**config.mk**
```make
export PLATFORM = sky130hd
export DESIGN_NAME = mix_columns_seq
export DESIGN_NICKNAME = d
export VERILOG_FILES = /design/src/rtl/aes_pkg.sv /design/src/rtl/gf_mult.sv /design/src/rtl/mix_column_word.sv /design/src/rtl/mix_columns_seq.sv
export SDC_FILE = /design/constraint.sdc
export NUM_CORES = 1
export LEC_CHECK = 0
export ABC_AREA = 0
export CAP_MARGIN = 10
export CELL_PAD_IN_SITES_DETAIL_PLACEMENT = 1
export CELL_PAD_IN_SITES_GLOBAL_PLACEMENT = 1
export CORE_MARGIN = 4
export CORE_UTILIZATION = 30
export CTS_CLUSTER_SIZE = 40
export DETAILED_ROUTE_END_ITERATION = 7
export PLACE_DENSITY_LB_ADDON = 0.1
export SLEW_MARGIN = 0
export SYNTH_ARGS = -nofsm -noshare
export SYNTH_HDL_FRONTEND = slang
export SYNTH_HIERARCHICAL = 1
export SYNTH_SLANG_ARGS = --single-unit
```
**constraint.sdc**
```tcl
create_clock -name clk -period 5.97 [get_ports clk]
set_input_delay 1.194 -clock clk [delete_from_list [all_inputs] [get_ports clk]]
set_output_delay 1.194 -clock clk [all_outputs]
set_load 0.01 [all_outputs]
```
**src/rtl/aes_pkg.sv**
```systemverilog
// Shared AES constants, FSM encoding and GF(2^8) helper for the MixColumns stage.
package aes_pkg;

    localparam int AES_STATE_W = 128;
    localparam int AES_COL_W   = 32;

    typedef enum logic [1:0] {
        ST_IDLE = 2'd0,
        ST_RUN  = 2'd1,
        ST_DONE = 2'd2
    } state_t;

    localparam logic [7:0] GF_01 = 8'h01;
    localparam logic [7:0] GF_02 = 8'h02;
    localparam logic [7:0] GF_03 = 8'h03;
    localparam logic [7:0] GF_09 = 8'h09;
    localparam logic [7:0] GF_0B = 8'h0b;
    localparam logic [7:0] GF_0D = 8'h0d;
    localparam logic [7:0] GF_0E = 8'h0e;

    // Row 0 coefficients; row i uses this list rotated right by i.
    localparam logic [7:0] FWD_COEF [4] = '{GF_02, GF_03, GF_01, GF_01};
    localparam logic [7:0] INV_COEF [4] = '{GF_0E, GF_0B, GF_0D, GF_09};

    // Multiply by x modulo 0x11B.
    function automatic logic [7:0] xtime(input logic [7:0] a);
        return {a[6:0], 1'b0} ^ (a[7] ? 8'h1b : 8'h00);
    endfunction

endpackage

```
**src/rtl/gf_mult.sv**
```systemverilog
// GF(2^8) multiplier (poly 0x11B), shift-and-add form, purely combinational.
module gf_mult
    import aes_pkg::*;
(
    input  logic [7:0] i_a,
    input  logic [7:0] i_b,
    output logic [7:0] o_p
);

    always_comb begin
        logic [7:0] w_sh;
        o_p  = '0;
        w_sh = i_a;
        for (int k = 0; k < 8; k++) begin
            if (i_b[k]) begin
                o_p = o_p ^ w_sh;
            end
            w_sh = xtime(w_sh);
        end
    end

endmodule

```
**src/rtl/mix_column_word.sv**
```systemverilog
// One-column MixColumns / InvMixColumns: 4x4 GF(2^8) matrix times a 4-byte column.
module mix_column_word
    import aes_pkg::*;
(
    input  logic [AES_COL_W-1:0] i_col,
    input  logic                 i_inv,
    output logic [AES_COL_W-1:0] o_col
);

    logic [7:0] w_a [4];
    logic [7:0] w_p [4][4];

    for (genvar j = 0; j < 4; j++) begin : g_split
        assign w_a[j] = i_col[31-8*j -: 8];
    end

    for (genvar i = 0; i < 4; i++) begin : g_row
        for (genvar j = 0; j < 4; j++) begin : g_col
            localparam int K = (j - i + 4) % 4;
            gf_mult u_mult (
                .i_a (w_a[j]),
                .i_b (i_inv ? INV_COEF[K] : FWD_COEF[K]),
                .o_p (w_p[i][j])
            );
        end
        assign o_col[31-8*i -: 8] = w_p[i][0] ^ w_p[i][1] ^ w_p[i][2] ^ w_p[i][3];
    end

endmodule

```
**src/rtl/mix_columns_seq.sv**
```systemverilog
// Iterative MixColumns stage: one column per cycle, valid/ready on both sides.
// Handshakes: a transfer happens on a rising edge where valid && ready are both high.
module mix_columns_seq
    import aes_pkg::*;
#(
    parameter bit INV_EN = 1'b1
) (
    input  logic                   clk,
    input  logic                   rst,
    input  logic                   in_valid,
    output logic                   in_ready,
    input  logic [AES_STATE_W-1:0] in_state,
    input  logic                   in_inv,
    output logic                   out_valid,
    input  logic                   out_ready,
    output logic [AES_STATE_W-1:0] out_state,
    output logic                   busy,
    output logic [1:0]             dbg_state
);

    state_t                 r_state;
    state_t                 w_next;
    logic [1:0]             r_col;
    logic [AES_STATE_W-1:0] r_data;
    logic                   r_inv;
    logic [AES_STATE_W-1:0] r_out;
    logic [AES_COL_W-1:0]   w_col_in;
    logic [AES_COL_W-1:0]   w_col_out;

    always_comb begin
        w_next = r_state;
        case (r_state)
            ST_IDLE: if (in_valid)      w_next = ST_RUN;
            ST_RUN:  if (r_col == 2'd3) w_next = ST_DONE;
            ST_DONE: if (out_ready)     w_next = ST_IDLE;
            default:                    w_next = ST_IDLE;
        endcase
    end

    always_comb begin
        w_col_in = r_data[127:96];
        case (r_col)
            2'd0: w_col_in = r_data[127:96];
            2'd1: w_col_in = r_data[95:64];
            2'd2: w_col_in = r_data[63:32];
            2'd3: w_col_in = r_data[31:0];
            default: w_col_in = r_data[127:96];
        endcase
    end

    mix_column_word u_word (
        .i_col (w_col_in),
        .i_inv (r_inv),
        .o_col (w_col_out)
    );

    always_ff @(posedge clk) begin
        if (rst) begin
            r_state <= ST_IDLE;
            r_col   <= 2'd0;
            r_data  <= '0;
            r_inv   <= 1'b0;
            r_out   <= '0;
        end else begin
            r_state <= w_next;
            case (r_state)
                ST_IDLE: begin
                    if (in_valid) begin
                        r_data <= in_state;
                        r_inv  <= in_inv & INV_EN;
                        r_col  <= 2'd0;
                    end
                end
                ST_RUN: begin
                    // Counter wraps to 0 after column 3, ready for the next state.
                    r_col <= r_col + 2'd1;
                    case (r_col)
                        2'd0: r_out[127:96] <= w_col_out;
                        2'd1: r_out[95:64]  <= w_col_out;
                        2'd2: r_out[63:32]  <= w_col_out;
                        2'd3: r_out[31:0]   <= w_col_out;
                        default: r_out[127:96] <= w_col_out;
                    endcase
                end
                default: ;
            endcase
        end
    end

    assign in_ready  = (r_state == ST_IDLE);
    assign out_valid = (r_state == ST_DONE);
    assign busy      = (r_state != ST_IDLE);
    assign out_state = r_out;
    assign dbg_state = r_state;

endmodule

```
==> summary.md, run 1 <==
| Metric | Value |
|---|---|
| Most frequent CP cell | xnor2_1 |
| Largest net degree at the start of global routing | 154 |
| CTS tree | yes |
| Clk network pwr share | 17.4% |
| Fin cells | 5938 |
| Max Fclk | 194 MHz |
| Psw | 5.49 mW |
| Placed cell areas | 0.0389 sq mm |
| Crit-path cells | inv_1 > ha_1 > a222oi_1 > mux2i_4 > buf_12 > xnor2_2 > xnor2_2 > nand2_1 > xnor2_1 > xnor2_1 > xnor2_1 > xor2_1 > xnor2_1 > nand2b_1 > mux2i_1 |
| Detail Route Antenna Nets | 0 |
| Cells after Synth | 4081 |
| Setup Fix Bufs, Post-CTS | 0 |
| Fin crit period | 5.15 ns |
| Worst hold slack | 0.473 ns |
| # rows | 123 |
| Clk_lat worst skew | 0.59 ns |
| Worst Hold Path Cells | 2 |
| Ports | 266 |
| CTS Sinks | 261 |
| Register-to-Register Path Depth | 15 |
| CTS H-tree depth | 1 |
| Pre-Repair DR Iteration Count | 7 |
| Final net count | 4551 |
| Share of layout cells above drive strength 1 | 9.02% |
| Area delta synth->final | 17.9% |
| Slew Limit Fails | 0 |
| Post-synth cell types | 43 |
| Initial antenna violation count | 7 |
| Number of max-cap violations | 0 |
| Worst vdd ir | 0.235 mV |
| Fillers | 13300 |
| PortBufs | 265 |
| Core box area | 0.112 sq mm |
| Startpoint Class | flip-flop |
| Root Driver | clkbuf_16 |
| P per Cell Area | 295 mW/mm^2 |
| Max-Slew Margin vs Limit | 30.5% |
| Pleak | 14.7 nW |
| Clock skew | 0.0186 ns |
| DR vias | 26800 |
| Drt wl/cell | 19.6 microns |
| DRC viols | 0 |
| CTS hold repair buffers | 0 |
| Hold Path End | out_state[13] |
| Avg Inst Size Synth | 8.32 sq um |
| Clock Path Buffers | 3 |
| Final Wtd Congestion | 0.808 |
| Clock buffer count from CTS | 30 |
| Post-DR vias/cell | 4.52 |
| RSZ-0062 raised after global routing | no |
| Starting Density | 30.2% |
| CTS clk-pin slew, worst paths | 0.06 ns |
| Register bit total from synthesis | 261 |
| Ys Warns | 6 |
| Worst-path fanout max | 21 |
| Die Ht | 344 microns |
| CP endpoint kind | flip-flop |
| Die ar. | 0.119 sq mm |
| Layout Utilization | 35.6% |
| Sequential share of power | 17.6% |
| Worst Path Arrival | 5.67 ns |
| Global-route wire length before repair | 176 mm |
| Cells resized by post-CTS repair | 0 |
| Synthesized area | 0.0340 sq mm |
| Crit path launch | r_col[0] |
| Critical path class | flip-flop to flip-flop |
| Synth area leaders | xnor2_1, dfxtp_1, mux2i_1 |
| Worst path max stage delay | 0.86 ns |
| DR iter-0 viols | 1262 |
| Power share of the combinational group | 64.9% |
| HPWL Detailed | 89.2 mm |
| Critical R2R Capture | out_state[36] |
| Routed WL | 116 mm |
| Vias in the first global route | 27400 |
| Actual slew at the worst max-slew pin | 1.04 ns |
| Final hold viol count | 0 |
| Final setup fails | 0 |
| Min-delay src | out_state[13] |
| Critical Path RT | 6.49 ns |
| Switching share of power | 46.5% |
| Reg-to-reg setup timing slack | 0.82 ns |
| Total GRT Usage | 19.0% |
| Hold crit path type | flip-flop to flip-flop |
| Slowest-stage cell, CP | ha_1 |
| Grt ovf | 0 |
| Final setup TNS | 0 ns |
| Int Pwr | 6.31 mW |
| Final instance area | 0.0400 sq mm |
| Status | completed |
| Die Width | 344 microns |
| Post-synth top area cell | xnor2_1 |
| Placed cells | 5881 |
| R2R Path Start | r_col[0] |
| Synth top area share | 22.3% |
| Post-synthesis sequential area ratio | 15.4% |
| Tcrit/Tclk final | 86.2% |
## per-stage QoR
step           total power [mW]  setup slack (ns)
6_report                   11.8             0.822
4_1_cts                    12.0             0.705
3_3_place_gp               9.81             0.848
5_1_grt                    12.6             0.552
3_5_place_dp               9.84             0.717
2_1_floorplan              7.24              1.61
## cells in the final DEF (no fill, tap or decap), types with 83 or more instances in the layout
cell type / instances
xor2_1: 304
nand2_1: 752
buf_4: 116
xnor2_1: 864
dfxtp_1: 260
mux2i_1: 321
nor2_1: 96
conb_1: 256
nand2b_1: 451
inv_1: 83
clkdlybuf4s50_1: 264
## synthesized netlist by cell type
cell type / instances
clkbuf_2: 1
o221a_2: 32
xnor2_1: 864
nand2_1: 752
a222oi_1: 32
a31oi_1: 16
a211oi_1: 17
o21ba_2: 2
xnor3_1: 48
buf_12: 6
xor2_1: 304
mux2i_1: 353
buf_2: 10
a311oi_2: 16
or4b_1: 1
xnor2_2: 48
nor2_1: 96
nor2b_1: 17
o22ai_1: 32
a22oi_1: 48
clkbuf_1: 198
or2b_1: 1
nor3_1: 16
dfxtp_1: 261
o221ai_1: 32
nand3b_1: 3
buf_6: 48
nand4bb_1: 1
buf_4: 87
o31ai_1: 2
and3b_1: 1
inv_1: 83
a21oi_1: 48
ha_1: 5
xor2_2: 48
or2_2: 1
xor2_4: 32
nor3b_2: 1
nor3b_1: 17
nand2b_1: 451
nand3_1: 32
conb_1: 2
a32oi_1: 16
## metal layers
layer	global-route usage, %	wire length, microns	vias to the layer above	share of wire [%]
met4	2.73	1500	10	1.3
met5	0	66	-	0.057
met3	1.77	3430	69	2.9
li1	-	-	13500	-
met1	27.3	58200	13000	50
met2	31.5	53200	306	46
## critical path, delay by kind of cell (launching register included)
| kind | cells | cell delay [ns] |
|---|---|---|
| XOR/XNOR | 7 | 1.85 |
| multiplexers | 2 | 0.90 |
| adder cells (fa/ha/maj) | 1 | 0.86 |
| buffers and inverters | 2 | 0.40 |
| AND/OR/NAND/NOR | 2 | 0.40 |
| flip-flops | 1 | 0.35 |
| AO/OA/AOI/OAI | 1 | 0.28 |
## final cells by class
| class | count | area [sq um] | share of cell area, % |
|---|---|---|---|
| sequential | 261 | 5230 | 13.1 |
| clock buffer | 41 | 895 | 2.23 |
| clock inverter | 15 | 201 | 0.503 |
| timing repair buffer | 396 | 3830 | 9.56 |
| inverter | 83 | 312 | 0.778 |
| multi-input combinational | 3641 | 27700 | 69.2 |
| tap | 1500 | 1880 | 4.69 |
| antenna | 1 | 2.50 | 0.00625 |
## power by group through the flow
| stage | clock, mW | combinational (mW) | sequential, mW |
|---|---|---|---|
| 5_1_grt | 2.20 | 8.27 | 2.10 |
| 3_5_place_dp | 0 | 7.72 | 2.12 |
| 2_1_floorplan | 0 | 5.11 | 2.12 |
| 6_report | 2.06 | 7.66 | 2.08 |
| 4_1_cts | 2.13 | 7.74 | 2.08 |
| 3_3_place_gp | 0 | 7.69 | 2.12 |
## sequential cells by signal, indices dropped and copies added (netlist names)
| register | count |
|---|---|
| dbg_state | 2 |
| out_state | 128 |
| r_col | 2 |
| r_data | 128 |
| r_inv | 1 |
## cell families (layout without fill, tap and decap cells)
logic type | after synthesis | count (layout) | share of synthesized area, %
other | 2 | 257 | 0.0221
flip-flops | 261 | 261 | 15.4
adder cells (fa/ha/maj) | 5 | 5 | 0.184
multiplexers | 353 | 353 | 10.4
XOR/XNOR | 1344 | 1344 | 40.5
AND/OR/NAND/NOR | 1390 | 1390 | 19.3
AO/OA/AOI/OAI | 293 | 293 | 7.08
buffers and inverters | 433 | 535 | 7.13
## worst max path at each step
stage                     to  slack, ns
6_report       out_state[36]       0.82
3_5_place_dp   out_state[36]       0.72
3_3_place_gp    out_state[4]       0.85
4_1_cts        out_state[36]       0.70
5_1_grt        out_state[36]       0.55
2_1_floorplan  out_state[13]       1.61
(Power assumes the default switching activity.)
==> inputs of run 2 (changes only) <==
- RECOVER_POWER: default -> 100
==> summary.md, run 2 (synthesized netlist as in run 1, its figures left out) <==
| Metric | Value |
|---|---|
| Status | finished with violations |
| Failing checks | max-capacitance violations, max-slew violations |
| Cells resized by post-CTS repair | 0 |
| Final hold viol count | 0 |
| Root Driver | clkbuf_16 |
| Slew Limit Fails | 123 |
| Tcrit/Tclk final | 90.4% |
| CTS tree | yes |
| RSZ-0062 raised after global routing | no |
| Most common cell after layout, fill and taps aside | xnor2_1 |
| Max-Slew Margin vs Limit | -161% |
| Die Ht | 344 microns |
| Setup Fix Bufs, Post-CTS | 0 |
| Core box area | 0.112 sq mm |
| Critical path class | flip-flop to flip-flop |
| Share of layout cells above drive strength 1 | 8.68% |
| Global-route wire length before repair | 176 mm |
| HPWL Detailed | 89.2 mm |
| Final net count | 4551 |
| Pleak | 15.1 nW |
| Register-to-Register Path Depth | 15 |
| Ports | 266 |
| Fin crit period | 5.40 ns |
| Post-DR vias/cell | 4.51 |
| CTS H-tree depth | 1 |
| DRC viols | 0 |
| PortBufs | 265 |
| Die Width | 344 microns |
| Critical R2R Capture | out_state[76] |
| Grt ovf | 0 |
| CTS clk-pin slew, worst paths | 0.06 ns |
| DR iter-0 viols | 1208 |
| Fin cells | 5939 |
| Vias in the first global route | 27400 |
| Placed cells | 5881 |
| Actual slew at the worst max-slew pin | 3.92 ns |
| P per Cell Area | 293 mW/mm^2 |
| Final setup TNS | 0 ns |
| Initial antenna violation count | 8 |
| Reg-to-reg setup timing slack | 0.57 ns |
| Routed WL | 116 mm |
| Clk_lat worst skew | 0.59 ns |
| Drt wl/cell | 19.6 microns |
| Hold crit path type | flip-flop to flip-flop |
| Worst Hold Path Cells | 2 |
| Critical Path RT | 6.49 ns |
| Worst vdd ir | 0.230 mV |
| Final setup fails | 0 |
| Clock buffer count from CTS | 30 |
| Startpoint Class | flip-flop |
| Hold Path End | out_state[13] |
| Clock Path Buffers | 3 |
| Commonest non-fill, non-tap cells in the layout | xnor2_1, nand2_1, nand2b_1 |
| Worst Path Arrival | 5.92 ns |
| DR vias | 26800 |
| Clock skew | 0.0192 ns |
| R2R Path Start | r_col[0] |
| Largest net degree at the start of global routing | 154 |
| Die ar. | 0.119 sq mm |
| CTS Sinks | 261 |
| Worst-path fanout max | 21 |
| Area delta synth->final | 17.5% |
| Detail Route Antenna Nets | 0 |
| CTS hold repair buffers | 0 |
| CP endpoint kind | flip-flop |
| Total GRT Usage | 19.0% |
| Max Fclk | 185 MHz |
| # rows | 123 |
| Starting Density | 30.2% |
| Min-delay src | out_state[13] |
| Number of max-cap violations | 1 |
| Final Wtd Congestion | 0.808 |
| Pre-Repair DR Iteration Count | 7 |
run 2: cell count changes in the layout (fill, tap and decap cells not counted), moves of 2 or more:
cell,before,now
xor2_2,48,45
clkbuf_1,3,11
clkdlybuf4s50_1,264,130
xor2_4,32,30
buf_4,116,106
clkbuf_2,0,2
dlygate4sd3_1,0,134
xor2_1,304,309
run 2: how the worst max path moves through the flow:
stage / cells past startpoint / startpoint / end
after global routing: 15 / r_col[0] / out_state[36]
after global placement: 15 / r_col[1] / out_state[4]
final: 15 / r_col[0] / out_state[76]
after floorplan: 16 / r_col[0] / out_state[13]
after detailed placement: 15 / r_col[0] / out_state[36]
after CTS: 15 / r_col[0] / out_state[36]
run 2: final cells by class:
class	instances	area [sq um]
fillers	13300	72600
multi-input cells	3641	27600
flip-flops and latches	261	5230
repair buffers	396	3790
well taps	1500	1880
clock buffers	41	895
inverters	83	312
clock inverters	15	201
diodes	2	5.00
run 2: metal layers:
layer	track usage [%]	routed length (microns)	vias to the layer above
li1	-	-	13500
met1	27.3	58000	12900
met3	1.77	3550	66
met2	31.5	53200	311
met4	2.73	1490	10
met5	0	66	-
run 2: critical path, cell delays in order (launching register included):
cell and delay, ns:
dfxtp_1 0.35, inv_1 0.15, ha_1 0.86, buf_4 0.36, a222oi_1 0.13, mux2i_2 0.90
xnor2_1 0.28, xnor2_2 0.46, nand2_1 0.13, xnor2_1 0.23, xnor2_1 0.16, xnor2_1 0.11
xor2_1 0.19, xnor2_1 0.56, nand2b_1 0.24, mux2i_1 0.19
run 2: through the flow:
| step | total power [mW] | cell area, sq um | worst slack [ns] | hold slack [ns] | utilization, % |
|---|---|---|---|---|---|
| after floorplan | 7.24 | 34900 | 1.61 | 0.448 | - |
| after global placement | 9.81 | 38900 | 0.848 | 0.458 | 34.6 |
| after detailed placement | 9.84 | 38900 | 0.717 | 0.465 | 34.6 |
| after CTS | 12.0 | 40000 | 0.705 | 0.477 | 35.6 |
| after global routing | 12.5 | 39900 | 0.279 | 0.486 | 35.5 |
| final | 11.7 | 39900 | 0.571 | 0.470 | 35.5 |
run 2: report_power, final:
part / internal (mW) / switching, mW
sequential: 1.94 / 0.138
combinational: 3.10 / 4.49
clock: 1.22 / 0.829
==> inputs of run 3 (changes only) <==
--- a/config.mk
+++ b/config.mk
@@ -14,4 +14,5 @@
 export CTS_CLUSTER_SIZE = 40
 export DETAILED_ROUTE_END_ITERATION = 7
+export DONT_BUFFER_PORTS = 1
 export PLACE_DENSITY_LB_ADDON = 0.1
 export RECOVER_POWER = 100
==> constraint.sdc (replaced) <==
create_clock -name clk -period 5.97 [get_ports clk]
set_input_delay 1.791 -clock clk [delete_from_list [all_inputs] [get_ports clk]]
set_output_delay 1.791 -clock clk [all_outputs]
set_load 0.01 [all_outputs]
==> summary.md, run 3 (synthesized netlist as in run 1, its figures left out) <==
| Metric | Value |
|---|---|
| Status | finished with violations |
| Failing checks | max-capacitance violations, max-slew violations |
| CTS Sinks | 261 |
| Drt wl/cell | 20.2 microns |
| Pleak | 13.6 nW |
| Routed WL | 114 mm |
| DR vias | 25600 |
| Root Driver | clkbuf_16 |
| Critical path class | flip-flop to flip-flop |
| Number of max-cap violations | 4 |
| Vias in the first global route | 26400 |
| Max-Slew Margin vs Limit | -92.7% |
| Final setup fails | 0 |
| Critical Path RT | 6.48 ns |
| Worst Path Arrival | 5.94 ns |
| Largest net degree at the start of global routing | 425 |
| Clock Path Buffers | 3 |
| DR iter-0 viols | 1240 |
| Die ar. | 0.119 sq mm |
| Clk_lat worst skew | 0.60 ns |
| Core box area | 0.112 sq mm |
| Startpoint Class | flip-flop |
| P per Cell Area | 306 mW/mm^2 |
| HPWL Detailed | 86.5 mm |
| Worst vdd ir | 0.244 mV |
| Clock skew | 0.0247 ns |
| CTS tree | yes |
| Die Width | 344 microns |
| Clock buffer count from CTS | 30 |
| Die Ht | 344 microns |
| Detail Route Antenna Nets | 0 |
| Total GRT Usage | 18.7% |
| CTS hold repair buffers | 0 |
| Tcrit/Tclk final | 91.1% |
| Global-route wire length before repair | 172 mm |
| Setup Fix Bufs, Post-CTS | 0 |
| Area delta synth->final | 8.76% |
| Fin crit period | 5.44 ns |
| Pre-Repair DR Iteration Count | 5 |
| Share of layout cells above drive strength 1 | 8.76% |
| Grt ovf | 0 |
| Register-to-Register Path Depth | 15 |
| Worst hold slack | 0.473 ns |
| CTS clk-pin slew, worst paths | 0.07 ns |
| Starting Density | 30.2% |
| Final net count | 4269 |
| Post-DR vias/cell | 4.54 |
| Ports | 266 |
| Initial antenna violation count | 4 |
| Hold crit path type | flip-flop to flip-flop |
| Final Wtd Congestion | 0.775 |
| Final setup TNS | 0 ns |
| Actual slew at the worst max-slew pin | 2.89 ns |
| DRC viols | 0 |
| Pwr Total | 11.3 mW |
| # rows | 123 |
| Worst Hold Path Cells | 2 |
| PortBufs | 0 |
| Worst-path fanout max | 20 |
| CP endpoint kind | flip-flop |
| CTS H-tree depth | 1 |
| Diode count | 0 |
| Slew Limit Fails | 160 |
| Final hold viol count | 0 |
| Cells resized by post-CTS repair | 0 |
| RSZ-0062 raised after global routing | no |
| Commonest non-fill, non-tap cells in the layout | xnor2_1, nand2_1, nand2b_1 |
| Most common cell after layout, fill and taps aside | xnor2_1 |
| Max Fclk | 184 MHz |
## run 3: critical path, cell delays in order, from the launching register on
cell	delay, ns
dfxtp_1	0.34
inv_1	0.15
ha_1	0.78
buf_4	0.37
a222oi_1	0.15
mux2i_2	0.87
xor2_1	0.43
nand2_1	0.12
xnor2_1	0.22
xnor2_1	0.16
xnor2_1	0.17
xnor2_1	0.23
xor2_1	0.24
xnor2_1	0.65
nand2b_1	0.24
mux2i_1	0.17
## run 3: layout make-up
cell class                 count  area [sq um]
tap                         1500          1880
inverter                      83           312
sequential                   261          5230
clock inverter                13           129
fill                       13300         75600
clock buffer                  42           898
multi-input combinational   3641         27600
timing repair buffer         114           942
## run 3: report_power, final
group | internal, mW | switching (mW) | total, mW
Sequential | 1.94 | 0.255 | 2.19
Combinational | 2.83 | 4.33 | 7.15
Clock | 1.14 | 0.824 | 1.96
## run 3: worst paths after layout
| path | start | endpoint | slack [ns] |
|---|---|---|---|
| worst max register to register | r_col[0] | out_state[13] | 0.53 |
| worst min-delay path | r_data[99] | r_data[99] | 0.47 |
| worst min register to register | r_data[99] | r_data[99] | 0.47 |
| worst max-delay path | r_col[0] | out_state[13] | 0.53 |
## run 3: per-layer routing
metal | track usage [%] | share of wire, % | vias up
li1 | - | - | 12900
met1 | 26.2 | 49 | 12400
met2 | 31.6 | 47 | 302
met3 | 2.05 | 3.3 | 71
met4 | 2.54 | 1.2 | 8
met5 | 0 | 0.048 | -
## run 3: through the flow
stage,cell area [sq um],util [%],setup slack [ns],cells
2_1_floorplan,34900,-,1.61,4335
3_3_place_gp,36100,32.1,0.731,5599
3_5_place_dp,36100,32.1,0.690,5599
4_1_cts,37100,33.0,0.632,5654
5_1_grt,36900,32.8,0.214,5654
6_report,36900,32.8,0.533,5654
